**src/rtl/imem_arbiter.sv**
```systemverilog
// imem_arbiter: two-core round-robin arbiter in front of a shared single-port
// instruction memory with combinational read. A grant in cycle T returns the
// memory word to the granted core as a registered response in cycle T+1,
// together with a misalignment flag. Per-core saturating grant counters are
// kept for observability.
module imem_arbiter #(
  parameter int DATA_W = 32,
  parameter int ADDR_W = 32,
  parameter int CNT_W  = 16
) (
  input  logic              clk,
  input  logic              reset,
  input  logic              hold,
  input  logic              req0,
  input  logic              req1,
  input  logic [ADDR_W-1:0] addr0,
  input  logic [ADDR_W-1:0] addr1,
  output logic              gnt0,
  output logic              gnt1,
  output logic              rvalid0,
  output logic              rvalid1,
  output logic [DATA_W-1:0] rdata0,
  output logic [DATA_W-1:0] rdata1,
  output logic              err0,
  output logic              err1,
  output logic [ADDR_W-1:0] mem_addr,
  input  logic [DATA_W-1:0] mem_rd,
  output logic [CNT_W-1:0]  gcnt0,
  output logic [CNT_W-1:0]  gcnt1
);

  // Index of the core served by the most recent grant; the other core wins
  // the next conflict. Reset to 1 so that core 0 wins the first conflict.
  logic last_grant;

  logic misaligned0;
  logic misaligned1;

  assign misaligned0 = (addr0[1:0] != 2'b00);
  assign misaligned1 = (addr1[1:0] != 2'b00);

  // Grant decision: at most one core per cycle, round-robin on conflict,
  // suppressed entirely during reset or hold.
  always_comb begin
    // NOTE: every output of a combinational block gets a default first so no
    // path leaves it unassigned, which would otherwise infer a latch.
    gnt0 = 1'b0;
    gnt1 = 1'b0;
    if (!reset && !hold) begin
      if (req0 && (!req1 || last_grant)) begin
        gnt0 = 1'b1;
      end else if (req1) begin
        gnt1 = 1'b1;
      end
    end
  end

  // Memory address mux: core 1 only when it holds the grant, core 0 otherwise
  // (including idle cycles).
  always_comb begin
    mem_addr = gnt1 ? addr1 : addr0;
  end

  // Arbitration history: remembers the last served core; idle cycles keep it.
  always_ff @(posedge clk) begin
    // NOTE: sequential state is written with non-blocking assignments so every
    // register samples the pre-edge values regardless of statement order.
    if (reset) begin
      last_grant <= 1'b1;
    end else if (gnt0) begin
      last_grant <= 1'b0;
    end else if (gnt1) begin
      last_grant <= 1'b1;
    end
  end

  // Core 0 response path: one-cycle registered valid, data and error flag.
  always_ff @(posedge clk) begin
    // NOTE: the read-data registers are cleared on reset as well, so the
    // data outputs come out of reset at a defined zero instead of stale values.
    if (reset) begin
      rvalid0 <= 1'b0;
      rdata0  <= '0;
      err0    <= 1'b0;
    end else begin
      rvalid0 <= gnt0;
      err0    <= gnt0 && misaligned0;
      if (gnt0) begin
        rdata0 <= mem_rd;
      end
    end
  end

  // Core 1 response path: mirror of core 0.
  always_ff @(posedge clk) begin
    if (reset) begin
      rvalid1 <= 1'b0;
      rdata1  <= '0;
      err1    <= 1'b0;
    end else begin
      rvalid1 <= gnt1;
      err1    <= gnt1 && misaligned1;
      if (gnt1) begin
        rdata1 <= mem_rd;
      end
    end
  end

  // Grant counters: count granted cycles per core, sticking at all-ones.
  always_ff @(posedge clk) begin
    if (reset) begin
      gcnt0 <= '0;
      gcnt1 <= '0;
    end else begin
      if (gnt0 && (gcnt0 != {CNT_W{1'b1}})) begin
        gcnt0 <= gcnt0 + CNT_W'(1);
      end
      if (gnt1 && (gcnt1 != {CNT_W{1'b1}})) begin
        gcnt1 <= gcnt1 + CNT_W'(1);
      end
    end
  end

endmodule

```
**config.mk**
```make
export PLATFORM = sky130hd
export DESIGN_NAME = imem_arbiter
export DESIGN_NICKNAME = d
export VERILOG_FILES = /design/src/rtl/imem_arbiter.sv
export SDC_FILE = /design/constraint.sdc
export NUM_CORES = 1
export LEC_CHECK = 0
export ABC_CLOCK_PERIOD_IN_PS = 2700
export CORE_ASPECT_RATIO = 1.25
export CORE_MARGIN = 4
export CORE_UTILIZATION = 40
export CTS_CLUSTER_DIAMETER = 60
export DETAILED_ROUTE_END_ITERATION = 10
export PLACE_DENSITY = 0.9
export SYNTH_ARGS = -nofsm -noshare
export SYNTH_HDL_FRONTEND = slang
export SYNTH_SLANG_ARGS = --single-unit
```
**constraint.sdc**
```tcl
create_clock -name clk -period 2.7 [get_ports clk]
set_clock_uncertainty 0.2 [all_clocks]
set_input_delay 0.54 -clock clk [delete_from_list [all_inputs] [get_ports clk]]
set_output_delay 0.54 -clock clk [all_outputs]
set_load 0.02 [all_outputs]
```
After elaboration in Yosys (flattened, before gate mapping)
Cells that the tools add are included.

Bits in registers: 101. Output and inout bits: 134. Word-level logic and storage cells: 34.

$add $sub $neg: 2. Equal/unequal tests: 2. Multiplexer cells: 8. Reduce and logical (&&, ||, !) cells: 13.

Operator list (number): $add 16x1->16 const B (2); $mux 32 (1); $ne 16x16->1 const B (2); $mux 1 (7); $logic_and 1x1->1 (6); $reduce_bool 2->1 (3); $logic_not 1->1 (3); $logic_or 1x1->1 (1).

Depth between registers and ports, before layout
Depth in word-level cells: 7. Depth in mapped cells: 7.

Worst setup path before layout
Ideal clock, no wire load.

Path kind: in2out. From: input port req0. To: output port mem_addr[22]. Arrival: 2112 ps. Data required time: 1960 ps. Slack: -152 ps. Stages on the path: 7. Path through: a211oi_2 nand2_1 inv_1 clkbuf_1 clkbuf_1 nand2_1 nand2_1.

Cells in the longest elaborated chain, start to end: 4.

Ends and longest elaborated chain: from (decl) (RTL line 14) `input logic req0,`; $logic_and 1x1->1 (RTL line 50) `if (req0 && (!req1 || last_grant)) begin`; $mux 1 (RTL line 50); $mux 1 (RTL line 49) `if (!reset && !hold) begin`; named net gnt1 (RTL line 19) `output logic gnt1,`; $mux 32 (RTL line 61) `mem_addr = gnt1 ? addr1 : addr0;`; to (decl) (RTL line 26) `output logic [ADDR_W-1:0] mem_addr,`.

The timed path passes the listed nets, and every way through them passes these cells.

Worst setup path in the final report
From: input port req1. To: register gcnt0[7].

Cells in the longest elaborated chain, start to end: 6.

Ends and longest elaborated chain: from (decl) (RTL line 15) `input logic req1,`; $logic_not 1->1 (RTL line 50); $logic_or 1x1->1 (RTL line 50); $logic_and 1x1->1 (RTL line 50); $mux 1 (RTL line 50); $mux 1 (RTL line 49); $logic_and 1x1->1 (RTL line 115) `if (gnt0 && (gcnt0 != {CNT_W{1'b1}})) begin`; to (signal assigned) (RTL line 116) `gcnt0 <= gcnt0 + CNT_W'(1);`; to (decl) (RTL line 28) `output logic [CNT_W-1:0] gcnt0,`.

Every way passes these cells. A chain may end at the register's enable or synchronous reset.

==> metrics.txt <==
clk buf depth 2; wire length per cell around 16 µm; synth warn 0; clock sink total between 100 and 150; clock latency on the worst-skew pair 0.34 ns; # rows 42; GPL Wtd Cong approximately 0.90; post-route clock period utilization 0.968; first-pass GRT wire length about 24,000 µm; chip height approximately 130 µm; adder-cell share of the synthesized area 0.00558; Post-synth EDFFs 0; remaining global-route overflow 0; Placed Cells ~960; Startpoint Class input port; simple-gate portion of the synthesized area 0.353; Syn Area/Cell ~7.4 µm²; H-tree depth 3; switch share 0.260; WP data required approximately 2.7 ns; CTS Root Cell clkbuf_16; Core Area roughly 11,000 µm²; LEAKAGE 2.91 nW; Fmax achieved approximately 0.38 GHz; final worst slack approximately 0.086 ns; Num CTS Buffers 9; Max Cap Violations 0; fillers between 900 and 1,000; Clock transition at path regs ~0.070 ns; final net count ~940; Total GRT Usage 0.231; ys async rst share 0; status finished, final reports clean; via/cell ratio around 5.2; Layout area overhead 61.2%; Post-synth top flop dfxtp_1; Fin Hold WS 0.253 ns; net switching power about 900 µW; Reg power frac 0.452; final non-filler cell total around 980; Max IR drop VDD between 300 and 400 µV; Synth Area in XOR/XNOR 0; CP Capture Type flip-flop; Pint ~2.6 mW; Synth Area in Compound Gates 0.123; num ports 235; Netlist Area Pre-Place 4480 µm²; Post-Syn Nets 710; vias in the first global route approximately 4,800; dpl ws -0.507 ns; CP Class input port to flip-flop; Clock power frac 0.380; die area 13,000 µm²; WP data arrival between 2 and 3 ns; CTS tree yes; drt pass-1 iters 4; CP Max Fanout 6; Final Hold Fails 0; total chip power ~3.5 mW; min-delay src rdata0[23]; fin util 0.671; RR Startpoint gcnt0[0]; Seq cells post-synth about 100; Antenna diodes 0; synthesized instance count 607; fin. max-slew vios 0; routed vias just over 5,000; min Tclk post-route approximately 2.6 ns; final count of negative-setup-slack endpoints 0; flop-to-flop setup slack 0.33 ns; post-synthesis mux area share 0.0243; Design Area, Final slightly above 7000 µm²; Yosys cell types between 40 and 50; setup tns final 0 ns; post-synthesis sequential area ratio 0.451; crit path launch req1; Post-CTS Hold Buffers 0; Die Width approximately 100 µm; placed cell area between 7000 and 8000 µm²; DP HPWL 11,400 µm; worst slew pin tran 0.715 ns; DRT iter0 DRCs about 220; largest family of logic cells by synthesized area simple AND/OR/NAND/NOR gates; largest net degree at the start of global routing 68; starting density of the core 0.416; Combinational Power Share 0.168; relative slew slack 0.523; Post-Route WL approximately 15,000 µm; RSZ-0062 raised after global routing no; Hold Crit Class flip-flop to flip-flop; layout cell share with drive strength beyond 1 0.109; I/O Buffers roughly 230; antenna violations before repair 0; pwr dens 477 nW/µm²; Detail Route Antenna Nets 0; # DRC 0
-- layer usage --
| layer | GRT usage | vias up | wire [µm] |
|---|---|---|---|
| li1 | - | 2519 | - |
| met1 | 0.295 | 2302 | 6310 |
| met2 | 0.377 | 181 | 7510 |
| met3 | 0.0736 | 29 | 1260 |
| met4 | 0.0525 | 0 | 310 |
| met5 | 0 | - | 0 |
-- cell families (layout without fill, tap and decap cells) --
| family | after synthesis | after routing |
|---|---|---|
| DFF | 101 | 101 |
| buffers and inverters | 51 | 288 |
| adders and majority gates | 2 | 2 |
| and+or+nand+nor | 360 | 360 |
| muxes | 10 | 10 |
| AOI/OAI and AO/OA | 83 | 83 |
-- flip-flops by register name, indices dropped and copies added (netlist names) --
| name | count |
|---|---|
| rvalid0 | 1 |
| err0 | 1 |
| rdata0 | 32 |
| gcnt0 | 16 |
| err1 | 1 |
| rdata1 | 32 |
| gcnt1 | 16 |
| last_grant | 1 |
| rvalid1 | 1 |
-- final cells by class --
cell class / instances / area, µm² / area share
Sequential cell: 101 / 2020 / 0.280
Multi-Input combinational cell: 455 / 2270 / 0.314
Tap cell: 132 / 165 / 0.0228
Timing Repair Buffer: 261 / 2420 / 0.335
Clock inverter: 7 / 77.6 / 0.0107
Inverter: 11 / 43.8 / 0.00606
Clock buffer: 9 / 225 / 0.0312
-- synth_stat cells, types with 4 or more instances --
| library cell | number | area share |
|---|---|---|
| or3_1 | 4 | 0.0056 |
| nand3_1 | 44 | 0.049 |
| nor2_1 | 18 | 0.015 |
| nand2_1 | 239 | 0.20 |
| mux2_2 | 4 | 0.010 |
| o21ai_0 | 4 | 0.0045 |
| or4_1 | 7 | 0.012 |
| nor2b_1 | 8 | 0.011 |
| nor3_1 | 6 | 0.0067 |
| buf_1 | 4 | 0.0033 |
| a21oi_1 | 46 | 0.051 |
| and4_1 | 4 | 0.0078 |
| or2_2 | 4 | 0.0056 |
| o31ai_1 | 4 | 0.0067 |
| o311ai_0 | 6 | 0.012 |
| o41ai_1 | 7 | 0.014 |
| clkbuf_1 | 33 | 0.028 |
| nand4_1 | 7 | 0.0098 |
| inv_1 | 10 | 0.0084 |
| dfxtp_1 | 101 | 0.45 |
| nor4_1 | 10 | 0.014 |
-- critical path, cell delays in order --
cell and delay (ns):
clkdlybuf4s50_1 0.49, nor2b_1 0.18, or4_1 0.64, a2111oi_2 0.41, mux2_2 0.37
-- what timing repair did --
item,CTS,global route
setup buffers,2,0
setup endpoints to repair,34,0
resized for setup,137,0
-- path summary, 6_finish.rpt --
check | cells after the start | endpoint
hold reg to reg | 2 | rdata0[23]
setup reg to reg | 5 | gcnt0[12]
hold / removal | 2 | rdata0[23]
setup / recovery | 5 | gcnt0[7]
-- power groups by stage --
stage / sequential [mW] / combinational [mW] / clock [mW]
2_1_floorplan: 1.65 / 0.182 / 0
3_3_place_gp: 1.59 / 0.608 / 0
3_5_place_dp: 1.59 / 0.612 / 0
4_1_cts: 1.56 / 0.582 / 1.34
5_1_grt: 1.57 / 0.621 / 1.40
6_report: 1.56 / 0.580 / 1.31
-- layout by cell type, fill, tap and decap left out, drive strengths merged, types with 3 or more instances in the layout --
cell type	count
nor2	18
clkdlybuf4s50	197
nor3	6
or4	7
nand4	8
mux2	7
dlygate4sd2	4
o21ai	4
inv	14
dfxtp	101
nand3	44
a21oi	46
nor2b	8
and4	4
clkbuf	9
or3	4
nor4	10
buf	60
o311ai	6
o41ai	7
or2	5
mux2i	3
nand2	239
clkinv	3
a2111oi	3
o31ai	4
Power figures use the tool's default switching activity.
